[src/rtl/serial_operand_tx_pkg.sv]
// Shared types and helpers for the serial operand transmitter.
package serial_tx_pkg;

  localparam int MAX_WIDTH = 64;

  typedef enum logic {
    IDLE  = 1'b0,
    SHIFT = 1'b1
  } state_e;

  // Bit-index width for a word of the given size; at least one bit.
  function automatic int idx_width(input int width);
    return (width < 2) ? 1 : $clog2(width);
  endfunction

endpackage

[src/rtl/serial_operand_tx_if.sv]
// Operand-in / bit-pair-out bus of the serial transmitter.
// valid/ready: an operand pair moves on a rising edge where IN_valid & OUT_ready;
// a serial bit moves on a rising edge where OUT_valid & ~IN_stall.
interface serial_operand_tx_if #(
  parameter int WIDTH = 8
);
  import serial_tx_pkg::*;

  localparam int IW = idx_width(WIDTH);

  logic             IN_valid;
  logic [WIDTH-1:0] IN_a;
  logic [WIDTH-1:0] IN_b;
  logic             OUT_ready;
  logic             IN_stall;
  logic             OUT_valid;
  logic             OUT_a;
  logic             OUT_b;
  logic             OUT_first;
  logic             OUT_last;
  logic [IW-1:0]    OUT_idx;

  modport master (
    output IN_valid, IN_a, IN_b, IN_stall,
    input  OUT_ready, OUT_valid, OUT_a, OUT_b, OUT_first, OUT_last, OUT_idx
  );

  modport slave (
    input  IN_valid, IN_a, IN_b, IN_stall,
    output OUT_ready, OUT_valid, OUT_a, OUT_b, OUT_first, OUT_last, OUT_idx
  );

endinterface

[src/rtl/serial_operand_tx_shift.sv]
// Right-shifting operand register; the current serial bit is its LSB.
module serial_shift_reg #(
  parameter int WIDTH = 8
) (
  input  logic             clk,
  input  logic             rst,
  input  logic             load,
  input  logic             shift,
  input  logic [WIDTH-1:0] din,
  output logic             lsb
);

  logic [WIDTH-1:0] sh_q;
  logic [WIDTH-1:0] sh_d;

  // Load wins over shift; the controller never asserts both.
  always_comb begin
    sh_d = sh_q;
    if (load) begin
      sh_d = din;
    end else if (shift) begin
      sh_d = {1'b0, sh_q[WIDTH-1:1]};
    end
  end

  always_ff @(posedge clk) begin
    if (rst) begin
      sh_q <= '0;
    end else begin
      sh_q <= sh_d;
    end
  end

  assign lsb = sh_q[0];

endmodule

[src/rtl/serial_operand_tx.sv]
// Parallel-to-serial operand transmitter: frames a WIDTH-bit A/B pair as
// WIDTH LSB-first bit pairs with first/last markers and downstream stall.
module serial_operand_tx
  import serial_tx_pkg::*;
#(
  parameter int WIDTH = 8
) (
  input  logic                clk,
  input  logic                rst,
  serial_operand_tx_if.slave  bus,
  output state_e              state_o
);

  localparam int            IW       = idx_width(WIDTH);
  localparam logic [IW-1:0] IDX_LAST = IW'(WIDTH - 1);

  if (WIDTH < 2 || WIDTH > MAX_WIDTH) begin : g_width_check
    $error("serial_operand_tx: WIDTH out of range");
  end

  state_e        state_q, state_d;
  logic [IW-1:0] idx_q, idx_d;
  logic          load;
  logic          shift;
  logic          ready;
  logic          acc;
  logic          valid;
  logic          last;
  logic          lsb_a;
  logic          lsb_b;

  assign valid = (state_q == SHIFT);
  assign last  = valid & (idx_q == IDX_LAST);
  // Re-open on the unstalled last bit so consecutive words have no bubble.
  assign ready = (state_q == IDLE) | (last & ~bus.IN_stall);
  assign acc   = bus.IN_valid & ready;

  always_comb begin
    state_d = state_q;
    idx_d   = idx_q;
    load    = 1'b0;
    shift   = 1'b0;
    unique case (state_q)
      IDLE: begin
        if (acc) begin
          load    = 1'b1;
          idx_d   = '0;
          state_d = SHIFT;
        end
      end
      SHIFT: begin
        if (!bus.IN_stall) begin
          if (!last) begin
            shift = 1'b1;
            idx_d = idx_q + IW'(1);
          end else if (acc) begin
            load  = 1'b1;
            idx_d = '0;
          end else begin
            state_d = IDLE;
          end
        end
      end
      default: state_d = IDLE;
    endcase
  end

  always_ff @(posedge clk) begin
    if (rst) begin
      state_q <= IDLE;
      idx_q   <= '0;
    end else begin
      state_q <= state_d;
      idx_q   <= idx_d;
    end
  end

  serial_shift_reg #(.WIDTH(WIDTH)) u_sh_a (
    .clk   (clk),
    .rst   (rst),
    .load  (load),
    .shift (shift),
    .din   (bus.IN_a),
    .lsb   (lsb_a)
  );

  serial_shift_reg #(.WIDTH(WIDTH)) u_sh_b (
    .clk   (clk),
    .rst   (rst),
    .load  (load),
    .shift (shift),
    .din   (bus.IN_b),
    .lsb   (lsb_b)
  );

  assign bus.OUT_ready = ready;
  assign bus.OUT_valid = valid;
  assign bus.OUT_a     = lsb_a;
  assign bus.OUT_b     = lsb_b;
  assign bus.OUT_first = valid & (idx_q == '0);
  assign bus.OUT_last  = last;
  assign bus.OUT_idx   = idx_q;
  assign state_o       = state_q;

endmodule

[src/flat_wrapper.sv]
// flat-port wrapper written by rule: the top's interface ports become plain ports
module serial_operand_tx_flat import serial_tx_pkg::*;
#(
  parameter int WIDTH = 8
)
  (clk, rst, state_o, bus_IN_valid, bus_IN_a, bus_IN_b, bus_IN_stall, bus_OUT_ready, bus_OUT_valid, bus_OUT_a, bus_OUT_b, bus_OUT_first, bus_OUT_last, bus_OUT_idx);
  serial_operand_tx_if #(.WIDTH(WIDTH)) bus_i ();
  input  logic clk;
  input  logic rst;
  output state_e state_o;
  input wire logic [$bits(bus_i.IN_valid)-1:0] bus_IN_valid;
  input wire logic [$bits(bus_i.IN_a)-1:0] bus_IN_a;
  input wire logic [$bits(bus_i.IN_b)-1:0] bus_IN_b;
  input wire logic [$bits(bus_i.IN_stall)-1:0] bus_IN_stall;
  output wire logic [$bits(bus_i.OUT_ready)-1:0] bus_OUT_ready;
  output wire logic [$bits(bus_i.OUT_valid)-1:0] bus_OUT_valid;
  output wire logic [$bits(bus_i.OUT_a)-1:0] bus_OUT_a;
  output wire logic [$bits(bus_i.OUT_b)-1:0] bus_OUT_b;
  output wire logic [$bits(bus_i.OUT_first)-1:0] bus_OUT_first;
  output wire logic [$bits(bus_i.OUT_last)-1:0] bus_OUT_last;
  output wire logic [$bits(bus_i.OUT_idx)-1:0] bus_OUT_idx;
  assign bus_i.IN_valid = bus_IN_valid;
  assign bus_i.IN_a = bus_IN_a;
  assign bus_i.IN_b = bus_IN_b;
  assign bus_i.IN_stall = bus_IN_stall;
  assign bus_OUT_ready = bus_i.OUT_ready;
  assign bus_OUT_valid = bus_i.OUT_valid;
  assign bus_OUT_a = bus_i.OUT_a;
  assign bus_OUT_b = bus_i.OUT_b;
  assign bus_OUT_first = bus_i.OUT_first;
  assign bus_OUT_last = bus_i.OUT_last;
  assign bus_OUT_idx = bus_i.OUT_idx;
  serial_operand_tx #(.WIDTH(WIDTH)) u_core (.clk(clk), .rst(rst), .bus(bus_i), .state_o(state_o));
endmodule
[config.mk]
export PLATFORM = sky130hd
export DESIGN_NAME = serial_operand_tx_flat
export DESIGN_NICKNAME = d
export VERILOG_FILES = /design/src/rtl/serial_operand_tx_pkg.sv /design/src/rtl/serial_operand_tx_if.sv /design/src/rtl/serial_operand_tx_shift.sv /design/src/rtl/serial_operand_tx.sv /design/src/flat_wrapper.sv
export SDC_FILE = /design/constraint.sdc
export NUM_CORES = 1
export LEC_CHECK = 0
export CAP_MARGIN = 40
export CORE_MARGIN = 5
export CORE_UTILIZATION = 43
export CTS_BUF_LIST = sky130_fd_sc_hd__clkbuf_4
export DETAILED_ROUTE_END_ITERATION = 6
export PLACE_DENSITY = 0.8
export RECOVER_POWER = 50
export SETUP_SLACK_MARGIN = 0.02
export SLEW_MARGIN = 20
export SYNTH_ARGS = -nofsm -noshare
export SYNTH_HDL_FRONTEND = slang
export SYNTH_SLANG_ARGS = --single-unit
[constraint.sdc]
create_clock -name clk -period 1.49 [get_ports clk]
set_input_delay 0.298 -clock clk [delete_from_list [all_inputs] [get_ports clk]]
set_output_delay 0.298 -clock clk [all_outputs]
set_load 0.005 [all_outputs]
Yosys cells after proc, flatten, opt, wreduce, memory -nomap -nowiden. Cells that the tools add are included.

Add/sub/neg operators: 1. Bitwise logic cells: 7. Mux-type cells: 18. Reduce and logical (&&, ||, !) cells: 2. Equality and inequality tests: 2.

Operators by type and width (number): 2-to-1 mux 8 bit (4); 2-to-1 mux 3 bit (3); 2-to-1 mux 1 bit (8); case mux 3 bit (2 select lines) (1); bitwise AND 1 bit (4); case mux 1 bit (2 select lines) (2); adder 3 x 1 -> 3 bit, second input constant (1); equality test 3 bit, second input constant (1); zero test 3 bit (1); != test 2 bit, second input constant (1); NOT 1 bit (2); nonzero test 2 bit (1); bitwise OR 1 bit (1).

Logic and storage cells: 34. Register bits after elaboration: 20. Output and inout bits: 10.

Logic depth before layout (Yosys ltp). Gate-level depths: netlist of run 1.

Depth after elaboration: 10. Depth in mapped cells: 7. Depth with buffers taken out: 6.

By module. A second synthesis of run 1 with hierarchy kept.

Cell total of the unflattened synthesis: 103. Area total of the unflattened synthesis: 1008.5 um2.

By module, submodules not included: serial_shift_reg (cells an instance 35, area an instance 369.1 um2, times used 2, seq. area each 160.2 um2); serial_operand_tx (cells an instance 33, area an instance 270.3 um2, times used 1, seq. area each 80.1 um2).

Worst setup path before layout of run 1. No wires, ideal clock.

Path type: register to register. From: register u_core.idx_q[0] (netlist: u_core.bus.OUT_idx[0]). To: register u_core.u_sh_a.sh_q[3]. Setup time: 141 ps. Cell stages (with the launch flop): 8. Path slack: -170 ps. Path buffers: 2. Data arrival time: 1518 ps. Data required time: 1349 ps. Clock period less this slack: 1660 ps. Cells stage by stage: dfxtp_1 -> ha_1 -> ha_1 -> or3b_1 -> buf_2 -> buf_6 -> nor2_1 -> nor4_2.

Longest elaborated chain between the ends: 10. Elaborated cells on any way between the ends: 14. Classes of those cells: 1 x eq/ne; 8 x mux; 4 x bitwise; 1 x reduce/logical.

Ends and longest elaborated chain: start, declared (line serial_operand_tx.sv:22) `logic [IW-1:0] idx_q, idx_d;`; start signal, assigned (line serial_operand_tx.sv:74) `idx_q <= idx_d;`; equality test 3 bit * (line serial_operand_tx.sv:33) `assign last = valid & (idx_q == IDX_LAST);`; bitwise AND 1 bit * (line serial_operand_tx.sv:33); bitwise AND 1 bit (line serial_operand_tx.sv:35) `assign ready = (state_q == IDLE) | (last & ~bus.IN_stall);`; bitwise OR 1 bit (line serial_operand_tx.sv:35); bitwise AND 1 bit (line serial_operand_tx.sv:36) `assign acc = bus.IN_valid & ready;`; 2-to-1 mux 1 bit (line serial_operand_tx.sv:45, serial_operand_tx.sv:56); 2-to-1 mux 1 bit (line serial_operand_tx.sv:53) `if (!last) begin`; 2-to-1 mux 1 bit (line serial_operand_tx.sv:52) `if (!bus.IN_stall) begin`; case mux 1 bit (2 select lines) (line serial_operand_tx.sv:43) `unique case (state_q)`; 2-to-1 mux 8 bit or nonzero test 2 bit (tied branches); end signal, assigned (line serial_operand_tx_shift.sv:28) `sh_q <= '0;`; end signal, assigned (line serial_operand_tx_shift.sv:30) `sh_q <= sh_d;`; end, declared (line serial_operand_tx_shift.sv:13) `logic [WIDTH-1:0] sh_q;`.

Every way passes the cells marked *; elsewhere a longest branch is shown, timed or not. A chain may end at the register's enable or synchronous reset.

Worst setup path in the final report of run 1.
From: register u_core.idx_q[0] (netlist: u_core.bus.OUT_idx[0]). To: register u_core.idx_q[0] (netlist: u_core.bus.OUT_idx[0]).

Longest elaborated chain between the ends: 9. Elaborated cells on any way between the ends: 10. Classes of those cells: 1 x add/sub; 1 x eq/ne; 4 x mux; 4 x bitwise.

Ends and longest elaborated chain (line): equality test 3 bit (serial_operand_tx.sv:33); bitwise AND 1 bit (serial_operand_tx.sv:33); bitwise AND 1 bit (serial_operand_tx.sv:35); bitwise OR 1 bit (serial_operand_tx.sv:35); bitwise AND 1 bit (serial_operand_tx.sv:36); 2-to-1 mux 3 bit; 2-to-1 mux 3 bit (serial_operand_tx.sv:53); 2-to-1 mux 3 bit (serial_operand_tx.sv:52); case mux 3 bit (2 select lines) * (serial_operand_tx.sv:43).

Every way passes the cells marked *; elsewhere a longest branch is shown, timed or not. The select of a mux whose other input is x is not followed.

==> out/qor.log, run 1 <==
[run_status] result of the run finished, violations left
[run_status] violated checks negative setup slack
[placement] Detailed Place HPWL 1830 µm
[synth] share of synthesized area occupied by flip-flops and latches 40.6%
[synth] portion of synthesized cell area occupied by the leading cell type 40.6%
[clock_tree] post-CTS clock slew at the launch and capture registers of the worst setup and hold paths 0.11 ns
[routing] overall via count from detail_route 990
[global_route] number of global-route vias before repair 1014
[synth] Gate Count Post-Synth 117
[cells_and_area] nets 186
[synth] total number of yosys warnings 0
[routing] wire length on met3 165 µm
[timing] Finish-stage setup viols 21
[synth] post-synthesis area per instance 8.43 µm²
[floorplanning] ports placed on the boundary 30
[setup_path] signal arrival time at the worst endpoint 1.83 ns
[timing] Slew Limit Headroom 83.6%
[power_and_ir_drop] net switching power figure 0.000342 W
[routing] post-detailed-route count of antenna-violating nets 0
[setup_path] Critical Setup Path Class reg2reg
[setup_path] Critical Path End Type flip-flop
[timing] final setup margin -0.100 ns
[synth] count of distinct cell types in the synthesized netlist 26
[clock_tree] CTS tree built
[timing] Post-Route Skew 0.00178 ns
[routing] post-route DRC violation count 0
[power_and_ir_drop] fraction of power consumed by the clock network 22.3%
[global_route] Remaining Overflow, GRT 0
[floorplanning] initial cell density of the core 45.0%
[setup_path] startpoint type of the worst setup path flip-flop
[cells_and_area] area overhead of the layout relative to synthesis 61.2%
[timing] Setup TNS Final -0.796 ns
[routing] detail-routed net length per standard cell 14.4 µm
[synth] Post-Syn Area 986 µm²
[synth] ranking of synthesized cells by instance count 45 x nor2_1, 20 x dfxtp_1, 10 x nor4_2, 5 x a22oi_1, 4 x a21oi_1
[synth] synthesized net count 140
[clock_tree] largest buffer count on any clock path 2
[power_and_ir_drop] Static Leak 0.654 nW
[power_and_ir_drop] Pint 0.000847 W
[timing] final hold violations 0
[clock_tree] clk root buf clkbuf_4
[synth] cell with the most instances after synthesis nor2_1
[setup_path] Crit path required time 1.73 ns
[power_and_ir_drop] VDD IR max 0.686 mV
[setup_path] critical path fanouts, max 8
[routing] Total Routed Length 2740 µm
[synth] FFs w/ async S/R, synth 0%
[global_route] all-layer global routing usage 15.9%
[timing] highest clock rate 629 MHz
[power_and_ir_drop] Comb pwr share 26.3%
[cells_and_area] number of diodes added for antenna fixing 0
[routing] Avg Vias per Cell 5.21
[clock_tree] depth of the CTS H-tree 1
[clock_tree] number of sinks handled by clock tree synthesis 20
[synth] register bit total from synthesis 20
[global_route] maximum number of pins on one net before global-route repair 21
[global_route] initial antenna violation count 0
[placement] number of buffer cells added on primary ports 29
[cells_and_area] share of post-route cells with drive strength above 1 46.9%
[timing] Worst Max-Slew Pin Slew 0.245 ns
[synth] largest area contributor in the netlist dfxtp_1
[power_and_ir_drop] Switching Fraction 28.7%
[floorplanning] height of the chip 57.9 µm
[timing] tightest hold margin 0.511 ns
[power_and_ir_drop] Power Density 748 nW/µm²
[flow_run] Max Cap Viol 0
[routing] met1 layer wirelength in the final routing 1080 µm
[clock_tree] clock buffers created by TritonCTS 3
[hold_path] type of the tightest min-delay check reg2reg
[power_and_ir_drop] sequential cell fraction of total power 51.3%
[global_route] global-route wire length before repair 4230 µm
[timing] Period Utilization, post-route 107%
[routing] DRC marker count from the first detailed-route iteration 10
[placement] Final GP Congestion 0.749
[floorplanning] Core Box Area 2190 µm²
[clock_tree] clock latency of the later-clocked register in the worst-skew pair 0.30 ns
[routing] first-pass detailed-route iteration total 4
[floorplanning] Die Span X 57.9 µm
[routing] topmost layer with routed signal wires met4
[synth] Area contributors post-synth dfxtp_1 41%, nor2_1 17%, nor4_2 13%
[floorplanning] Cell Rows 17
[synth] Post-synth top flop dfxtp_1
[synth] Post-synth EDFFs 0
[routing] Met2 Routed Length 1450 µm
[timing] number of max-slew violations in the final report 0
[timing] Final min period 1.59 ns
[floorplanning] area enclosed by the die boundary 3350 µm²
[timing] RSZ-0062 raised after global routing true
## stage by stage
step	setup slack (ns)	instances	instance area [µm²]	power [W]	util, %
6_report	-0.100	190	1590	0.00119	72.5
5_1_grt	-0.141	190	1590	0.00125	72.5
4_1_cts	-0.0848	188	1500	0.00116	68.3
3_5_place_dp	-0.270	180	1420	0.000890	64.9
3_3_place_gp	-0.261	180	1420	0.000879	64.9
2_1_floorplan	-0.0429	117	1040	0.000764	-
## cell families (layout without fill, tap and decap cells)
family | after synthesis | after routing | synth area share (%)
AOI/OAI and AO/OA | 13 | 14 | 9.39
adders and majority gates | 3 | 3 | 3.81
buffers and inverters | 11 | 55 | 6.98
DFF | 20 | 20 | 40.6
and+or+nand+nor | 70 | 70 | 39.2
## final timing paths
path	from	end	slack, ns	cells past startpoint
max	u_core.bus.OUT_idx[0]	u_core.bus.OUT_idx[0]	-0.10	7
min	u_core.u_sh_a.sh_q[0]	u_core.u_sh_a.sh_q[0]	0.51	2
max reg2reg	u_core.bus.OUT_idx[0]	u_core.bus.OUT_idx[0]	-0.10	7
min reg2reg	u_core.u_sh_a.sh_q[0]	u_core.u_sh_a.sh_q[0]	0.51	2
## worst max-delay path: stages, from the launching register on
cell and delay (ns):
dfxtp_4 0.39, ha_4 0.17, ha_4 0.17, or3b_4 0.38, buf_6 0.15, nor2_1 0.12, a21oi_1 0.07, nor2_1 0.09
## per-layer routing
| layer | global-route usage [%] | up-vias |
|---|---|---|
| li1 | - | 487 |
| met1 | 17.1 | 466 |
| met2 | 29.5 | 31 |
| met3 | 5.79 | 6 |
| met4 | 3.64 | 0 |
| met5 | 0 | - |
## placed cells by master (no fill, tap or decap), types with 3 or more instances in the layout
master	synthesis	routed
a21oi_1	4	3
a22oi_1	5	5
buf_2	1	3
buf_4	3	15
buf_6	2	3
clkbuf_4	0	3
clkdlybuf4s50_1	0	20
dfxtp_1	20	15
dfxtp_4	0	3
dlygate4sd2_1	0	5
inv_1	3	3
nand2_1	3	3
nor2_1	45	24
nor2_2	0	20
nor4_2	10	12
## state kept, by name, indices dropped and copies added, names as in the netlist
register              count
u_core.u_sh_b.sh_q        8
u_core.bus.OUT_idx        3
u_core.u_sh_a.sh_q        8
u_core.bus.OUT_valid      1
## final cells by class
cell class              count  area [µm²]
multi-input cells          87         664
fillers                   166         602
repair buffers             48         438
flip-flops and latches     20         414
well taps                  28        35.0
clock buffers               3        22.5
inverters                   3        11.3
clock inverters             1        3.75
## power groups by stage
stage          registers [W]  logic, W  clock network [W]
6_report            0.000610  0.000313           0.000266
5_1_grt             0.000616  0.000341           0.000292
4_1_cts             0.000603  0.000281           0.000274
3_5_place_dp        0.000619  0.000271                  0
3_3_place_gp        0.000617  0.000262                  0
2_1_floorplan       0.000613  0.000151                  0
## timing repair
action                     CTS  global route
hold buffers                 0             0
gates cloned                 0             1
pin swaps                   12             9
hold endpoints to repair     0             0
gates resized for setup     29            23
buffers inserted             4             1
setup endpoints to repair   26            24
No activity file was read; power rests on OpenSTA's default activity.
==> inputs of run 2 (changes only) <==
HOLD_SLACK_MARGIN = 0.08   (was unset)
==> results of run 2 <==
No change in the layout: final DEF, timing and power equal those of run 1.
==> RTL change, RTL diff (flow settings as in run 2) <==
Make the reset (`rst`) asynchronous in 2 clocked blocks.
--- a/src/rtl/serial_operand_tx_shift.sv
+++ b/src/rtl/serial_operand_tx_shift.sv
@@ -25,3 +25,3 @@
 
-  always_ff @(posedge clk) begin
+  always_ff @(posedge clk or posedge rst) begin
     if (rst) begin
--- a/src/rtl/serial_operand_tx.sv
+++ b/src/rtl/serial_operand_tx.sv
@@ -67,3 +67,3 @@
 
-  always_ff @(posedge clk) begin
+  always_ff @(posedge clk or posedge rst) begin
     if (rst) begin
Behaviour: differs if rst is asserted again (counterexample within 4 cycles, from zero or initial values and one cycle with rst high); with rst held inactive, the same outputs for 10 cycles.
==> RTL change against run 2 <==
The flow still finishes with violations (setup timing). Highest routed layer unchanged. Non-clock buffer count increased by 11. First-iteration DRC count rose to 2.6 times the old value. Count of clock-buffer cells in the layout did not move. Via count up 15%. Sequential cell count is the same. Synthesized area grew 16%. Routed wire length grew 26%. Maximum frequency down 6.3%. Worst setup slack got worse by 0.11 ns. Final area grew 19%. Critical path type unchanged.
Power is not compared: it rests on default switching activity, and its combinational part moved more than twofold at a synthesized area within 25%.
==> RTL change: results (changes against run 2) <==
[hold_path]
min_path_type = in -> async

[routing]
routed_wl_um = 3454  ; +26%
detail_route.wl_per_cell_um = 17.01  ; +18%
drt_first_iter_violations = 26  ; +16
num_vias = 1140  ; +15%

[outcome]
violations = setup timing
status = complete, but fails checks

[sta]
final.setup_skew_ns = 0.003252  ; +0.001475 ns
timing_worst_slew_pin_value_ns = 0.5203  ; +0.2756 ns
postLayoutSetupSlackWorst_ns = -0.2078  ; -0.1076 ns
report.final.setup_viol = 22  ; +4.8%

[setup_path]
critical_path_cell_with_the_highest_stage_delay = dfrtp_1
arrival_ns = 1.89  ; +0.06 ns

[global_routing]
grt_start_max_net_pins = 26  ; +24%
grt_pass1_wl_um = 5637  ; +33%
groute.usage.overall_pct = 20.24  ; +4.3 points

[layout]
fin_nets = 197  ; +5.9%
layout-drive-gt1-share_pct = 40.46  ; -6.5 points

[placement]
dpl.cell_count = 191  ; +6.1%
dp_worst_setup_slack_ns = -0.3594  ; -0.08978 ns
dp_hpwl_um = 2309  ; +26%
rd_place_congestion = 0.8100  ; +8.2%

[yosys]
synthesis.instances = 120  ; +2.6%
synth_seq_area_share_pct = 43.91  ; +3.3 points
ys_top_cells_by_area = dfrtp_1 44%, o221a_2 13%, o21ai_0 7.5%
postSynth.asyncResetShare_pct = 100.0  ; +100 points
yosysWarningCount = 0  ; unchanged
syn_nets = 143  ; +2.1%

## RTL change: cell types whose count changed in the layout (fill, tap and decap cells not counted), moves of 12 or more
cell / delta
dfrtp_1: +19
dfxtp_1: -15
nor2b_1: +13
nor4_2: -12
nor2_2: -20
nor2_1: -22
o221a_4: +13
nor3_1: +13
o21ai_0: +13
## RTL change: final cells by class
cell class / count / area (sq um)
Fill cell: 182 / 605.6
Clock buffer: 3 / 22.52
Multi-Input combinational cell: 85 / 753.2
Clock inverter: 1 / 3.754
Inverter: 5 / 18.77
Timing Repair Buffer: 59 / 556.8
Sequential cell: 20 / 501.7
Tap cell: 30 / 37.54
## RTL change: worst max-delay path, delay by kind of cell, from the launching register on
kind | cells | cell delay, ns
simple gates | 2 | 0.51
flops | 1 | 0.40
fa+ha+maj | 2 | 0.39
compound gates | 1 | 0.28
## RTL change: cell families after synthesis
kind of cell               after synthesis  synth area share (%)
AOI/OAI and AO/OA                       38                 25.69
DFF                                     20                 43.91
buffers and inverters                   15                 6.367
adders and majority gates                3                 3.293
and+or+nand+nor                         44                 20.75
## RTL change: path summary, 6_finish.rpt
path / startpoint / to / slack (ns) / depth (start not counted)
setup reg to reg: u_core.bus.OUT_idx[1] / u_core.u_sh_a.sh_q[3] / -0.21 / 5
hold reg to reg: u_core.u_sh_a.sh_q[7] / u_core.u_sh_a.sh_q[7] / 0.55 / 2
max in group asynchronous: rst / u_core.bus.OUT_valid / 0.58 / 3
hold / removal: rst / u_core.bus.OUT_idx[2] / 0.54 / 3
setup / recovery: u_core.bus.OUT_idx[1] / u_core.u_sh_a.sh_q[3] / -0.21 / 5
min in group clk: u_core.u_sh_a.sh_q[7] / u_core.u_sh_a.sh_q[7] / 0.55 / 2
## RTL change: through the flow
step	area [sq um]	hold WS, ns	utilization (%)
2_1_floorplan	1250	0.2618	-
3_3_place_gp	1707	0.5150	68.27
3_5_place_dp	1707	0.5352	68.27
4_1_cts	1851	0.3067	74.02
5_1_grt	1894	0.5780	75.78
6_report	1894	0.5396	75.78
## RTL change: layer usage
layer / part of all wire, % / GRT usage, %
met5: 0 / 0
met4: 0.55 / 3.636
met3: 5.4 / 5.870
met2: 52 / 37.52
met1: 42 / 23.07
## RTL change: report_power, final
part	switching [uW]	internal [uW]	leakage [uW]
logic	555	895	0.000547
clock network	167	97.7	0.0000154
registers	197	755	0.000229
total	920	1750	0.000791
## RTL change: what timing repair did
item,4_1_cts,5_1_grt
gates cloned,1,0
pin swaps,11,6
setup endpoints to repair,29,27
resized for setup,37,18
setup buffers,7,2
hold endpoints to repair,0,0
